**src/rtl/div_arbiter.sv**
```systemverilog
`default_nettype none
// ============================================================================
// Module   : div_arbiter (with helper div4_comb)
// Purpose  : Shares one 4-bit combinational divider between two requesters.
//            Round-robin grant, one transaction in flight, operands held on
//            the divider for SETTLE_CYCLES cycles before the result is
//            captured and presented with a valid/ready handshake.
// Params   : SETTLE_CYCLES (1..15) - cycles operands settle on the divider.
// Macro    : DIV_ARB_ZERO_CHECK_EN - when defined, den=0 bypasses the divider
//            and responds next cycle with err=1, quot=4'hF, rem=num.
// Ports    : clk, rst (async, active-high)
//            req{0,1}_valid/_num/_den in, req{0,1}_ready out (combinational)
//            rsp_valid/_id/_quot/_rem/_err out (registered), rsp_ready in
// Revision : 1.0 - initial release
// ============================================================================

// ----------------------------------------------------------------------------
// div4_comb : existing 4-bit restoring divider, purely combinational.
// A zero denominator yields quot=4'hF, rem=num (every trial subtract passes).
// ----------------------------------------------------------------------------
module div4_comb (
  input  logic [3:0] num_i,
  input  logic [3:0] den_i,
  output logic [3:0] quot_o,
  output logic [3:0] rem_o
);

  logic [4:0] part;

  always_comb begin
    part   = 5'd0;
    quot_o = 4'd0;
    for (int i = 3; i >= 0; i--) begin
      part = {part[3:0], num_i[i]};
      if (part >= {1'b0, den_i}) begin
        part      = part - {1'b0, den_i};
        quot_o[i] = 1'b1;
      end
    end
    rem_o = part[3:0];
  end

endmodule

module div_arbiter #(
  parameter int SETTLE_CYCLES = 1
) (
  input  logic       clk,
  input  logic       rst,
  input  logic       req0_valid,
  input  logic [3:0] req0_num,
  input  logic [3:0] req0_den,
  output logic       req0_ready,
  input  logic       req1_valid,
  input  logic [3:0] req1_num,
  input  logic [3:0] req1_den,
  output logic       req1_ready,
  output logic       rsp_valid,
  output logic       rsp_id,
  output logic [3:0] rsp_quot,
  output logic [3:0] rsp_rem,
  output logic       rsp_err,
  input  logic       rsp_ready
);

  localparam logic [3:0] CNT_INIT = 4'(SETTLE_CYCLES);

  typedef enum logic [1:0] {
    ST_IDLE   = 2'd0,
    ST_SETTLE = 2'd1,
    ST_RESP   = 2'd2
  } state_t;

  state_t     state_q;
  logic       rr_q;          // requester with priority when both are valid
  logic       id_q;
  logic [3:0] num_q;
  logic [3:0] den_q;
  logic [3:0] cnt_q;
  logic [3:0] quot_q;
  logic [3:0] rem_q;
  logic       rsp_valid_q;

  logic       gnt0_d;
  logic       gnt1_d;
  logic       accept_d;
  logic [3:0] acc_num_d;
  logic [3:0] acc_den_d;
  logic [3:0] div_quot;
  logic [3:0] div_rem;

  div4_comb u_div (
    .num_i  (num_q),
    .den_i  (den_q),
    .quot_o (div_quot),
    .rem_o  (div_rem)
  );

  // Grant is only offered in IDLE; rst gates it so ready is 0 throughout reset
  // even if valids are held high.
  always_comb begin
    gnt0_d = 1'b0;
    gnt1_d = 1'b0;
    if (!rst && state_q == ST_IDLE) begin
      if (req0_valid && req1_valid) begin
        gnt0_d = ~rr_q;
        gnt1_d = rr_q;
      end else begin
        gnt0_d = req0_valid;
        gnt1_d = req1_valid;
      end
    end
  end

  assign accept_d  = (gnt0_d && req0_valid) || (gnt1_d && req1_valid);
  assign acc_num_d = gnt1_d ? req1_num : req0_num;
  assign acc_den_d = gnt1_d ? req1_den : req0_den;

  assign req0_ready = gnt0_d;
  assign req1_ready = gnt1_d;
  assign rsp_valid  = rsp_valid_q;
  assign rsp_id     = id_q;
  assign rsp_quot   = quot_q;
  assign rsp_rem    = rem_q;

`ifdef DIV_ARB_ZERO_CHECK_EN
  logic err_q;
  assign rsp_err = err_q;
`else
  assign rsp_err = 1'b0;
`endif

  always_ff @(posedge clk or posedge rst) begin
    if (rst) begin
      state_q     <= ST_IDLE;
      rr_q        <= 1'b0;
      id_q        <= 1'b0;
      num_q       <= 4'd0;
      den_q       <= 4'd0;
      cnt_q       <= 4'd0;
      quot_q      <= 4'd0;
      rem_q       <= 4'd0;
      rsp_valid_q <= 1'b0;
`ifdef DIV_ARB_ZERO_CHECK_EN
      err_q       <= 1'b0;
`endif
    end else begin
      case (state_q)
        ST_IDLE: begin
          if (accept_d) begin
            num_q <= acc_num_d;
            den_q <= acc_den_d;
            id_q  <= gnt1_d;
            cnt_q <= CNT_INIT;
`ifdef DIV_ARB_ZERO_CHECK_EN
            if (acc_den_d == 4'd0) begin
              // Divider result is meaningless here; respond directly.
              quot_q      <= 4'hF;
              rem_q       <= acc_num_d;
              err_q       <= 1'b1;
              rsp_valid_q <= 1'b1;
              state_q     <= ST_RESP;
            end else begin
              err_q   <= 1'b0;
              state_q <= ST_SETTLE;
            end
`else
            state_q <= ST_SETTLE;
`endif
          end
        end

        ST_SETTLE: begin
          // Counter runs SETTLE_CYCLES..1; the divider output is sampled on
          // the last settle cycle.
          cnt_q <= cnt_q - 4'd1;
          if (cnt_q <= 4'd1) begin
            quot_q      <= div_quot;
            rem_q       <= div_rem;
            rsp_valid_q <= 1'b1;
            state_q     <= ST_RESP;
          end
        end

        ST_RESP: begin
          if (rsp_ready) begin
            rsp_valid_q <= 1'b0;
            rr_q        <= ~id_q;
            state_q     <= ST_IDLE;
          end
        end

        default: begin
          state_q <= ST_IDLE;
        end
      endcase
    end
  end

endmodule
`default_nettype wire

```
**config.mk**
```make
export PLATFORM = sky130hd
export DESIGN_NAME = div_arbiter
export DESIGN_NICKNAME = d
export VERILOG_FILES = /design/src/rtl/div_arbiter.sv
export SDC_FILE = /design/constraint.sdc
export NUM_CORES = 1
export LEC_CHECK = 0
export CAP_MARGIN = 30
export CELL_PAD_IN_SITES_DETAIL_PLACEMENT = 1
export CELL_PAD_IN_SITES_GLOBAL_PLACEMENT = 1
export CORE_MARGIN = 2
export CORE_UTILIZATION = 39
export DETAILED_ROUTE_END_ITERATION = 16
export MAX_ROUTING_LAYER = met4
export PLACE_DENSITY = 0.75
export SLEW_MARGIN = 20
export SYNTH_ARGS = -nofsm -noshare
export SYNTH_HDL_FRONTEND = slang
export SYNTH_SLANG_ARGS = --single-unit
```
**constraint.sdc**
```tcl
create_clock -name clk -period 6.7 [get_ports clk]
set_input_delay 1.34 -clock clk [delete_from_list [all_inputs] [get_ports clk]]
set_output_delay 1.34 -clock clk [all_outputs]
set_load 0.01 [all_outputs]
```
==> results.yml <==
cts:
  ctsResizeCount: 0
  cts-htree-levels: 1
  clockBufferDepth: 2
  postCtsSetupBuffers: 0
  clock-root-buffer: "clkbuf_8"
  cts_sinks: 25
  cts_hold_buf: 0
  clkLatencyLatePin_ps: 280
  cts_tree: "built"
  clk_pin_slew_worst_paths_ps: 110
  cts_inserted_buffers: 3
drt:
  drc: 0
  drtIter0Drc: 80
  drtAntennaViolNets: 0
  met2WireLength_um: 2420
  via_per_inst: 5.42
  routed_wl_um: 4980
  wl_per_cell_um: 15.3
  dr.pass1.iters: 4
  vias: 1760
  wl_met1_um: 2360
  met3_length_um: 146
  highest_layer: "met4"
grt:
  grt_pass1_wl_um: 8380
  grt_pass1_vias: 1765
  grt-ovfl-total: 0
  grt_usage_pct: 20.0
  antenna_found_initial: 0
  grt_start_max_net_pins: 20
layout:
  fin_util_pct: 50.8
  nets: 298
  fillCellCount: 572
  area_growth_pct: 25.0
  drive_gt1_share_pct: 6.98
  diodes: 0
  fin_area_sq_mm: 0.00240
place:
  place_area_sq_mm: 0.00233
  io_buffer_count: 32
  place_congestion: 0.905
  hpwl_um: 4040
sta:
  setup_violations: 0
  period_share_pct: 91.8
  tightestPinTransition_ps: 675
  grt_setup_unrepaired: "false"
  max-slew-margin-rel_pct: 54.5
  fmax_mhz: 163
  skew_ps: 8.37
  min_period_ps: 6150
  drv_slew: 0
  hold_violations: 0
  fin_setup_tns_ps: 0
floorplanning:
  io_pins: 34
  dieHeight_um: 74.1
  die_x_um: 74.1
  dieArea_sq_mm: 0.00550
  rows: 25
  core_area_sq_mm: 0.00472
  initial_core_util_pct: 40.6
yosys:
  yosys.area_share.adder_pct: 12.9
  ys_types: 48
  yosysTopAreaCell: "dfrtp_1"
  synthTopCellsByArea: "dfrtp_1 (33%), ha_1 (9.8%), nand2_1 (5.7%)"
  synthArstFlopShare_pct: 100
  synth_commonest_cells: "nand2_1 (29), dfrtp_1 (25), nor2_1 (23), inv_1 (17), ha_1 (15)"
  ys_ff_latch: 25
  synth_flop_cell: "dfrtp_1"
  syn_area_sq_mm: 0.00192
  muxShareOfSynthArea_pct: 1.04
  syn-mean-instance-area_sq_um: 8.49
  ys_seq_area_share_pct: 32.6
  synthSimpleGateAreaFrac_pct: 21.8
  synth_top_family_by_area: "compound AO/OA/AOI/OAI gates"
  yosys_warnings: 0
  yosysMostFrequentCell: "nand2_1"
  synth-xor-area-share_pct: 2.28
  synthCells: 226
  synth_edf_count: 0
  syn-num-nets: 265
  synth_top_area_share_pct: 32.6
  synth_compound_area_share_pct: 24.5
setup_path:
  critPathMaxFanout: 7
  endpoint_kind: "flop"
  cp-start-kind: "flop"
  crit_required_ps: 6890
  path_class: "reg -> reg"
  cp_data_arrival_time_ps: 6350
job:
  cap_viol_max_count: 0
status:
  outcome: "completed"
worst_hold_path:
  hold_path.class: "reg -> reg"
## worst paths after layout
| kind | from | end | slack [ps] | depth (start not counted) |
|---|---|---|---|---|
| setup / recovery | den_q[1] | rsp_rem[2] | 550 | 24 |
| hold / removal | rsp_quot[0] | rsp_quot[0] | 490 | 1 |
| setup reg to reg | den_q[1] | rsp_rem[2] | 550 | 24 |
| hold reg to reg | rsp_quot[0] | rsp_quot[0] | 490 | 1 |
| max in group asynchronous | rst | rsp_quot[1] | 4860 | 3 |
| min in group asynchronous | rst | rsp_valid | 1400 | 2 |
## state kept, by name, indices dropped and copies added (netlist names)
register,cells
rsp_quot,4
state_q,2
rr_q,1
rsp_id,1
cnt_q,4
den_q,4
rsp_valid,1
rsp_rem,4
num_q,4
## final cells by class
cell class                 instances  area (sq um)  area share (%)
clock buffer                       3          41.3            1.72
clock inverter                     1          8.76           0.365
inverter                          18          67.6            2.82
multi-input combinational        178          1220            51.0
sequential                        25           626            26.1
tap                               67          83.8            3.50
timing repair buffer              33           348            14.5
## cell families (layout without fill, tap and decap cells)
kind of cell	count (synthesis)	count (layout)
flip-flops	25	25
multiplexers	2	2
buffers and inverters	23	55
other	1	1
AO/OA/AOI/OAI	65	65
AND/OR/NAND/NOR	87	87
adder cells (fa/ha/maj)	18	18
XOR/XNOR	5	5
## cells in the final DEF (no fill, tap or decap), types with 2 or more instances in the layout
master / instances
nor2_1: 23
inv_1: 17
o21a_1: 2
a21o_1: 3
a211oi_1: 4
a211o_1: 2
o21ai_1: 2
xor2_1: 2
nand3_1: 6
nor3_1: 6
a31oi_1: 11
o211ai_1: 3
a21oi_1: 10
fa_1: 3
xnor2_1: 3
nand3b_1: 2
clkdlybuf4s50_1: 32
nand2_1: 29
clkbuf_8: 3
o21bai_1: 2
nor2b_1: 5
dfrtp_1: 25
o211a_1: 2
or2_2: 2
nand2b_1: 7
o21ai_0: 12
ha_1: 15
## per-stage QoR
step           hold slack, ps  setup WS (ps)  cells
2_1_floorplan             458           1110    226
3_3_place_gp              462            576    320
3_5_place_dp              471            219    321
4_1_cts                   496            204    325
5_1_grt                   506           35.2    325
6_report                  489            547    325
## worst max-delay path: stages, from the launching register on
cell	delay [ps]
dfrtp_1	480
inv_1	240
ha_1	340
o21ai_4	240
mux2i_2	320
ha_1	300
nor2_1	140
nor3_2	70
o21a_1	240
o21ai_0	230
nand2_1	130
ha_1	330
o21ai_0	210
a21oi_1	110
a311oi_4	440
nand2_1	220
a21oi_1	320
ha_1	300
nor2b_1	130
o21ai_0	200
nand3b_1	100
a21o_1	230
a31oi_2	340
a21oi_1	150
a211oi_1	250
## per-layer routing
layer,vias to the layer above,GRT usage (%)
li1,862,-
met1,851,25.4
met2,39,34.4
met3,8,2.44
met4,0,3.64
met5,-,-
Power is left out: the tool's default activity adds up to more than one toggle a clock period on the data nets, which glitch-free logic cannot reach.
